--- config.mk ---
export PLATFORM = sky130hd
export DESIGN_NAME = io_in_ctrl
export DESIGN_NICKNAME = d
export VERILOG_FILES = /design/src/rtl/io_in_ctrl_pkg.sv /design/src/rtl/io_in_ctrl_debounce.sv /design/src/rtl/io_in_ctrl.sv
export SDC_FILE = /design/constraint.sdc
export NUM_CORES = 1
export LEC_CHECK = 0
export CORE_UTILIZATION = 48
export DETAILED_ROUTE_END_ITERATION = 10
export PLACE_DENSITY = 0.92
export SYNTH_ARGS = -nofsm -noshare
export SYNTH_HDL_FRONTEND = slang
export SYNTH_HIERARCHICAL = 1
export SYNTH_SLANG_ARGS = --single-unit
--- constraint.sdc ---
create_clock -name clk -period 2.27 [get_ports clk]
set_input_delay 0.454 -clock clk [delete_from_list [all_inputs] [get_ports clk]]
set_output_delay 0.454 -clock clk [all_outputs]
set_load 0.03 [all_outputs]
--- src/rtl/io_in_ctrl_pkg.sv ---
// Shared definitions for the IO input controller: FSM state encoding and
// default configuration values.
package io_in_ctrl_pkg;

    localparam int IO_IN_DATA_W_DEF       = 32;
    localparam int IO_IN_DEBOUNCE_CYC_DEF = 16;
    localparam int IO_IN_CNT_W_DEF        = 16;

    typedef enum logic [1:0] {
        IO_IN_IDLE = 2'd0,
        IO_IN_WAIT = 2'd1,
        IO_IN_DONE = 2'd2
    } io_in_state_t;

endpackage

--- src/rtl/io_in_ctrl_debounce.sv ---
// io_debounce: two-flop synchronizer, debounce counter and rising-edge pulse
// for the enter pushbutton. After reset the button must first be seen
// released for DEBOUNCE_CYC samples before any press can be reported, so a
// button held through reset never produces an event.
module io_debounce #(
    parameter int DEBOUNCE_CYC = 16,
    parameter int CNT_W        = 16
) (
    input  logic clk,
    input  logic rst,
    input  logic enter_i,
    output logic enter_db,
    output logic press_o
);

    localparam logic [CNT_W-1:0] CNT_MAX  = CNT_W'(DEBOUNCE_CYC - 1);
    localparam logic [CNT_W-1:0] CNT_ONE  = CNT_W'(1);
    localparam logic [CNT_W-1:0] CNT_ZERO = CNT_W'(0);

    logic             sync1_r;
    logic             sync2_r;
    logic [1:0]       fill_r;
    logic             armed_r;
    logic [CNT_W-1:0] cnt_r;
    logic             db_r;
    logic             press_r;

    // Synchronize the asynchronous button and track when the synchronizer holds live data.
    always_ff @(posedge clk) begin
        if (rst) begin
            sync1_r <= 1'b0;
            sync2_r <= 1'b0;
            fill_r  <= 2'b00;
        end else begin
            sync1_r <= enter_i;
            sync2_r <= sync1_r;
            fill_r  <= {fill_r[0], 1'b1};
        end
    end

    // Arm on a stable release, then debounce the level and emit a pulse on each debounced rise.
    always_ff @(posedge clk) begin
        if (rst) begin
            armed_r <= 1'b0;
            cnt_r   <= CNT_ZERO;
            db_r    <= 1'b0;
            press_r <= 1'b0;
        end else if (!armed_r) begin
            press_r <= 1'b0;
            if (!fill_r[1] || sync2_r) begin
                cnt_r <= CNT_ZERO;
            end else if (cnt_r == CNT_MAX) begin
                cnt_r   <= CNT_ZERO;
                armed_r <= 1'b1;
            end else begin
                cnt_r <= cnt_r + CNT_ONE;
            end
        end else begin
            if (sync2_r == db_r) begin
                cnt_r   <= CNT_ZERO;
                press_r <= 1'b0;
            end else if (cnt_r == CNT_MAX) begin
                cnt_r   <= CNT_ZERO;
                db_r    <= sync2_r;
                press_r <= sync2_r;
            end else begin
                cnt_r   <= cnt_r + CNT_ONE;
                press_r <= 1'b0;
            end
        end
    end

    assign enter_db = db_r;
    assign press_o  = press_r;

endmodule

--- src/rtl/io_in_ctrl.sv ---
// io_in_ctrl: IO read responder. Stalls the CPU on an IO read until the
// operator presses enter, then returns the switch word with a valid pulse.
// Optional macro IO_IN_PREPRESS_EN: a press while idle is remembered and
// satisfies the next read immediately.
module io_in_ctrl
    import io_in_ctrl_pkg::*;
#(
    parameter int DATA_W       = IO_IN_DATA_W_DEF,
    parameter int DEBOUNCE_CYC = IO_IN_DEBOUNCE_CYC_DEF,
    parameter int CNT_W        = IO_IN_CNT_W_DEF
) (
    input  logic              clk,
    input  logic              rst,
    input  logic              re_i,
    input  logic [DATA_W-1:0] data_show_i,
    input  logic              enter_i,
    output logic              stall_req_o,
    output logic [DATA_W-1:0] data_o,
    output logic              valid_o,
    output logic              wait_o
);

    io_in_state_t      state_r;
    logic [DATA_W-1:0] data_r;
    logic              valid_r;
    logic              wait_r;
    logic              stall_s;
    logic              enter_db_s;
    logic              press_raw_s;
    logic              press_s;

    io_debounce #(
        .DEBOUNCE_CYC (DEBOUNCE_CYC),
        .CNT_W        (CNT_W)
    ) u_debounce (
        .clk      (clk),
        .rst      (rst),
        .enter_i  (enter_i),
        .enter_db (enter_db_s),
        .press_o  (press_raw_s)
    );

    // A press event always coincides with the debounced level having just gone high.
    assign press_s = press_raw_s & enter_db_s;

`ifdef IO_IN_PREPRESS_EN
    logic              pend_r;
    logic [DATA_W-1:0] hold_r;

    // Remember a press made while idle so the next read can complete at once.
    always_ff @(posedge clk) begin
        if (rst) begin
            pend_r <= 1'b0;
            hold_r <= {DATA_W{1'b0}};
        end else if (state_r == IO_IN_IDLE && re_i) begin
            pend_r <= 1'b0;
            hold_r <= hold_r;
        end else if (state_r == IO_IN_IDLE && press_s) begin
            pend_r <= 1'b1;
            hold_r <= data_show_i;
        end else begin
            pend_r <= pend_r;
            hold_r <= hold_r;
        end
    end
`endif

    // Transaction FSM with registered data, valid and prompt outputs.
    always_ff @(posedge clk) begin
        if (rst) begin
            state_r <= IO_IN_IDLE;
            data_r  <= {DATA_W{1'b0}};
            valid_r <= 1'b0;
            wait_r  <= 1'b0;
        end else begin
            case (state_r)
                IO_IN_IDLE: begin
`ifdef IO_IN_PREPRESS_EN
                    if (re_i && (pend_r || press_s)) begin
                        state_r <= IO_IN_DONE;
                        data_r  <= pend_r ? hold_r : data_show_i;
                        valid_r <= 1'b1;
                        wait_r  <= 1'b0;
                    end else if (re_i) begin
`else
                    if (re_i) begin
`endif
                        state_r <= IO_IN_WAIT;
                        valid_r <= 1'b0;
                        wait_r  <= 1'b1;
                    end else begin
                        valid_r <= 1'b0;
                        wait_r  <= 1'b0;
                    end
                end
                IO_IN_WAIT: begin
                    if (!re_i) begin
                        state_r <= IO_IN_IDLE;
                        valid_r <= 1'b0;
                        wait_r  <= 1'b0;
                    end else if (press_s) begin
                        state_r <= IO_IN_DONE;
                        data_r  <= data_show_i;
                        valid_r <= 1'b1;
                        wait_r  <= 1'b0;
                    end else begin
                        valid_r <= 1'b0;
                        wait_r  <= 1'b1;
                    end
                end
                IO_IN_DONE: begin
                    state_r <= IO_IN_IDLE;
                    valid_r <= 1'b0;
                    wait_r  <= 1'b0;
                end
                default: begin
                    state_r <= IO_IN_IDLE;
                    valid_r <= 1'b0;
                    wait_r  <= 1'b0;
                end
            endcase
        end
    end

    // Stall from the very cycle a read appears until the captured word is returned.
    always_comb begin
        stall_s = 1'b0;
        if (rst) begin
            stall_s = 1'b0;
        end else if (state_r == IO_IN_WAIT) begin
            stall_s = 1'b1;
        end else if (state_r == IO_IN_IDLE && re_i) begin
            stall_s = 1'b1;
        end else begin
            stall_s = 1'b0;
        end
    end

    assign stall_req_o = stall_s;
    assign data_o      = data_r;
    assign valid_o     = valid_r;
    assign wait_o      = wait_r;

endmodule

==> run metrics, run 1 <==
outcome=finished, final reports clean; Final Hold Viols=0; DRC viols=0; core box area=0.005107 mm^2; placed cell count=383; endpoints failing setup=0; CP startpoint kind=input pin; Die Area=0.005621 mm^2; drt pass-1 iters=4; Die Ht=74.98 um; GRT Total Usage=0.2014; postcts setup bufs=0; Final Max Slew Viols=0; Setup TNS=0 ps; worst reg2reg path startpoint=u_debounce/cnt_r[11]$_SDFF_PP0_; syn_area_per_cell=10.14 um^2; DR vias=1,928; Req. time, crit path=1820 ps; Worst path most repeated cell=clkdlybuf4s50_1; Post-CTS Resized=0; dpl ws=34.99 ps; largest net degree at the start of global routing=75; top cells by area, synth=dfxtp_1 (46%), nand2b_1 (16%), mux2i_1 (13%); n_diodes=0; CP Class=in -> out; Area Overhead vs Synth=35.05%; final net count=361; synthesized cell area=0.002556 mm^2; min Tclk post-route=2222 ps; grt total ovfl=0; Fmax achieved=0.4500 GHz; Post-synth EDFFs=0; VDD IR-drop max=0.4151 mV; Max clock buf depth=2; Hold/Removal Path Class=reg -> reg; Ys Warns=6; CP startpoint=re_i; FFs w/ async S/R, synth=0; Hold Crit Start=u_debounce/fill_r[0]$_DFF_P_; Unique masters post-synth=32; post-synth top area share=0.4621; Final ANT Viol Nets=0; power per cell area=607.7 mW/mm^2; Starting Density=0.5005; CP max stage delay=670 ps; maxcap violations=0; Die W=74.98 um; Leakage=0.001147 uW; sequential share of the synthesized area=0.4621; CP Capture Type=output pin; CP max stage cell=clkdlybuf4s50_1; Fin Clk Skew=10.32 ps; flops & latches, synth=59; Worst slew margin=0.6749; worst path cell trace=clkdlybuf4s50_1 -> o21a_1 -> clkdlybuf4s50_1; vias in the first global route=1,825; measured slew at the worst slew-check pin=487.7 ps; list of most frequent post-synthesis cells=nand2b_1 (64), dfxtp_1 (59), mux2i_1 (33); final non-filler cell total=399; WHS=436.4 ps; Wirelength per Cell=12.93 um; CP Max Fanout=4; Setup WS post-layout=47.62 ps; first-pass GRT wire length=8.107 mm; largest area contributor in the netlist=dfxtp_1; ratio of cells with drive above 1 in the final layout=0.07903; number of H-tree levels=3; initial DRC count=91; clock root cell=clkbuf_8; hold buffer count at cts=0; CTS buffer count=9; crit path DAT=1770 ps; antenna violations before repair=0; Post-DP HPWL=3.393 mm; Cells after Synth=252; Sink Count=59; top_reg_cell synth=dfxtp_1; final period utilization=0.9790; Clock Latency Late Sink=330 ps; I/O Pins=71; Routed WL=5.161 mm; CTS tree=yes; RSZ-0062 raised after global routing=no; vias per cell=4.832; GPL Wtd Cong=0.7497; row count=26; IO Port Bufs=70; clock-pin transition on the worst setup and hold timing paths=60 ps; most frequent cell after synthesis=nand2b_1; syn nets=289
## logic make-up after synthesis
family                     after synthesis  share of synthesized area
AOI/OAI and AO/OA                        5                    0.01321
DFF                                     59                     0.4621
adders and majority gates                1                   0.004894
and+or+nand+nor                        121                     0.2829
buffers and inverters                   19                    0.05971
muxes                                   33                     0.1292
xor gates and xnor gates                14                    0.04797
## cells in the final DEF, fill, tap and decap left out, types with 2 or more instances in the layout
cell	count
clkdlybuf4s50_1	69
nand2b_1	64
dfxtp_1	59
mux2i_1	33
nor2_1	19
xnor2_1	13
clkbuf_8	10
inv_1	6
nand3_1	6
nor2b_1	5
nor4_1	4
nor3_1	4
clkinv_2	3
buf_4	3
or4_1	3
nand4_1	3
nand2_1	3
and3_1	2
nor2_2	2
## sequential cells by signal (all words and copies together) (netlist names)
name / cells
u_debounce/fill_r: 2
state_r: 2
valid_o: 1
u_debounce/enter_db: 1
wait_o: 1
u_debounce/sync2_r: 1
u_debounce/press_o: 1
data_o: 32
u_debounce/armed_r: 1
u_debounce/sync1_r: 1
u_debounce/cnt_r: 16
## worst max-delay path: cells and delay by family
family / cells / cell delay [ps]
AOI/OAI and AO/OA: 1 / 130
buffers and inverters: 2 / 1180
## path summary, 6_finish.rpt
kind	to	slack, ps	depth (start not counted)
worst min register to register	u_debounce/fill_r[1]$_SDFF_PP0_	440	1
worst max register to register	u_debounce/cnt_r[12]$_SDFF_PP0_	390	5
worst min-delay path	u_debounce/fill_r[1]$_SDFF_PP0_	440	1
worst max-delay path	stall_req_o	50	3
## metrics by stage
stage                     utilization  power, uW  instance area [um^2]
after CTS                      0.6759       2121                  3452
final                          0.6759       2098                  3452
after floorplan                     -       1125                  2556
after detailed placement       0.6379       1197                  3258
after global routing           0.6759       2181                  3452
after global placement         0.6379       1193                  3258
## where the power goes
part	switching (uW)	leakage [uW]	internal [uW]
registers	3.35	0.000477	1040
clock network	394	0.0000991	531
logic	43.2	0.000571	85.4
total	440	0.00115	1660
## layer usage
metal  global-route usage  vias up  part of all wire
met5                    0        -                 0
met4               0.1006        0             0.011
met3               0.1151        4              0.10
met2               0.3043       62              0.46
met1               0.2279      891              0.43
li1                     -      971                 -
## final cells by class
cell class                      count  area, um^2
Clock inverter                      5       52.55
Fill cell                         381        1655
Multi-Input combinational cell    174        1229
Sequential cell                    59        1181
Timing Repair Buffer               74       738.2
Tap cell                           70       87.58
Inverter                            6       22.52
Clock buffer                       11       141.4
(Power assumes the default switching activity.)
==> run 2: changes to the inputs <==
Settings changed: CAP_MARGIN set to 0.
==> results of run 2 <==
Final layout, timing and power as in run 1 (identical DEF).
==> run 3: changes to the inputs <==
Settings changed: CELL_PAD_IN_SITES_DETAIL_PLACEMENT set to 1, CELL_PAD_IN_SITES_GLOBAL_PLACEMENT set to 1, CORE_UTILIZATION 48 to 36, CTS_CLUSTER_SIZE set to 24, MAX_ROUTING_LAYER set to met4, PLACE_DENSITY 0.92 to 0.91.
==> run 3 against run 2 <==
Die area is 32% higher. Sequential share of layout area is 0.39 points lower. Count of clock-buffer cells in the layout is 4 higher. Critical path type unchanged. Design area is 1.2% higher. Combinational power hardly changed. Sequential power hardly changed. First-iteration DRC count is 6.6% lower. Register-to-register slack worse by 20 ps. Critical path depth stayed put. Critical endpoint unchanged. Setup slack better by 63 ps.
==> run metrics, run 3 (synthesis results as in run 1) <==
outcome=finished, final reports clean (unchanged); Area Overhead vs Synth=36.61% (was 35.05%); cell count of the worst reg-to-reg path=5 (unchanged); worst reg2reg path startpoint=u_debounce/cnt_r[11]$_SDFF_PP0_ (unchanged); measured slew at the worst slew-check pin=520.0 ps (was 487.7 ps); CP max stage cell=clkdlybuf4s50_1 (unchanged); CP Max Fanout=2 (was 4); ratio of cells with drive above 1 in the final layout=0.07879 (was 0.07903); CP startpoint kind=input pin (unchanged); Die Ht=86.27 um (was 74.98 um); largest net degree at the start of global routing=75 (unchanged); Final Hold Viols=0 (unchanged); Sink Count=59 (unchanged); worst-case hold path end point=u_debounce/sync2_r$_SDFF_PP0_ (was u_debounce/fill_r[1]$_SDFF_PP0_); I/O Pins=71 (unchanged); Die Area=0.007442 mm^2 (was 0.005621 mm^2); number of H-tree levels=3 (unchanged); GRT Total Usage=0.1776 (was 0.2014); CP max stage delay=660 ps (was 670 ps); Hold Path Stages=1 (unchanged); Wirelength per Cell=13.53 um (was 12.93 um); reg-to-reg slack, setup=370 ps (was 390 ps); CTS tree=yes (unchanged); endpoints failing setup=0 (unchanged); core box area=0.006832 mm^2 (was 0.005107 mm^2); VDD IR-drop max=0.2783 mV (was 0.4151 mV); maxcap violations=0 (unchanged); vias in the first global route=2,111 (was 1,825); clock-pin transition on the worst setup and hold timing paths=60 ps (about the same); GPL Wtd Cong=0.7042 (was 0.7497); commonest non-fill, non-tap cells in the layout=clkdlybuf4s50_1 (69), nand2b_1 (64), dfxtp_1 (59) (unchanged); Max clock buf depth=2 (unchanged); IO Port Bufs=70 (unchanged); Final ANT Viol Nets=0 (unchanged); most common cell after layout, fill and taps aside=clkdlybuf4s50_1 (unchanged); Starting Density=0.3742 (was 0.5005); row count=30 (was 26); Leakage=0.001152 uW (was 0.001147 uW); clock root cell=clkbuf_8 (unchanged); Worst slew margin=0.6533 (was 0.6749); initial DRC count=85 (was 91); postcts setup bufs=0 (unchanged); Die W=86.27 um (was 74.98 um); Worst Path Buf+Inv=2 (unchanged); Req. time, crit path=1820 ps (about the same); final period utilization=0.9511 (was 0.9790); min Tclk post-route=2159 ps (was 2222 ps); power per cell area=596.2 mW/mm^2 (was 607.7 mW/mm^2); Worst path most repeated cell=clkdlybuf4s50_1 (unchanged); RSZ-0062 raised after global routing=no (unchanged); Hold Crit Start=u_debounce/sync1_r$_SDFF_PP0_ (was u_debounce/fill_r[0]$_DFF_P_); CP top delay family=buffers and inverters (unchanged); antenna violations before repair=1 (was 0); Fmax achieved=0.4632 GHz (was 0.4500 GHz); CP Class=in -> out (unchanged); Clock Latency Late Sink=340 ps (was 330 ps); CTS buffer count=9 (unchanged); drt pass-1 iters=4 (unchanged); Worst R2R End=u_debounce/cnt_r[6]$_SDFF_PP0_ (was u_debounce/cnt_r[12]$_SDFF_PP0_); Routed WL=5.777 mm (was 5.161 mm); vias per cell=4.574 (was 4.832); grt total ovfl=0 (unchanged); DR vias=1,953 (was 1,928); CP Capture Type=output pin (unchanged); Post-DP HPWL=4.025 mm (was 3.393 mm); Setup TNS=0 ps (unchanged); Hold/Removal Path Class=reg -> reg (unchanged); Post-CTS Resized=0 (unchanged); Fin Clk Skew=9.017 ps (was 10.32 ps); Fillers=777 (was 381); first-pass GRT wire length=9.673 mm (was 8.107 mm); Final Power=2082 uW (was 2098 uW); Final Max Slew Viols=0 (unchanged); worst path cell trace=clkdlybuf4s50_1 -> o21a_1 -> clkdlybuf4s50_1 (unchanged); DRC viols=0 (unchanged); hold buffer count at cts=0 (unchanged); crit path DAT=1700 ps (was 1770 ps); max reg flops=32 (unchanged); final net count=362 (was 361)
-- run 3: report_power, final --
group	internal (uW)	switching [uW]	total, uW
logic	86.6	43.2	130
clock network	515	392	907
registers	1040	3.37	1050
total	1640	439	2080
-- run 3: layout make-up --
type	count	area (um^2)	area share
Multi-Input combinational cell	174	1229	0.3518
Sequential cell	59	1181	0.3382
Timing Repair Buffer	75	745.7	0.2135
Clock buffer	15	186.4	0.05339
Tap cell	96	120.1	0.03440
Inverter	6	22.52	0.006449
Clock inverter	1	5.005	0.001433
Antenna cell	1	2.502	0.0007166
-- run 3: layer usage --
metal	track usage	vias to the layer above	part of all wire
li1	-	976	-
met1	0.1899	911	0.43
met2	0.2807	57	0.47
met3	0.07238	9	0.079
met4	0.09697	0	0.021
met5	-	-	0
-- run 3: worst register-to-register path: cells and delay by family, from the launching register on --
kind / cells / cell delay (ps)
flip-flops: 1 / 360
buffers and inverters: 1 / 210
AND/OR/NAND/NOR: 4 / 1230
-- run 3: worst max path at each step --
| stage | slack [ps] | startpoint | cells past startpoint | to |
|---|---|---|---|---|
| 3_3_place_gp | 120 | re_i | 3 | stall_req_o |
| 3_5_place_dp | 100 | re_i | 3 | stall_req_o |
| 5_1_grt | 70 | state_r[1]$_SDFFE_PP0P_ | 3 | stall_req_o |
| 4_1_cts | 100 | re_i | 3 | stall_req_o |
| 2_1_floorplan | 500 | u_debounce/cnt_r[11]$_SDFF_PP0_ | 6 | u_debounce/cnt_r[15]$_SDFF_PP0_ |
| 6_report | 110 | re_i | 3 | stall_req_o |
-- run 3: per-stage QoR --
stage	area [um^2]	setup WS [ps]	utilization	hold slack (ps)	cells
3_5_place_dp	3298	104.5	0.4828	430.3	410
2_1_floorplan	2556	503.7	-	413.8	252
6_report	3492	111.0	0.5112	439.7	427
4_1_cts	3490	100.4	0.5108	444.3	426
3_3_place_gp	3298	122.9	0.4828	416.8	410
5_1_grt	3492	71.37	0.5112	468.0	427
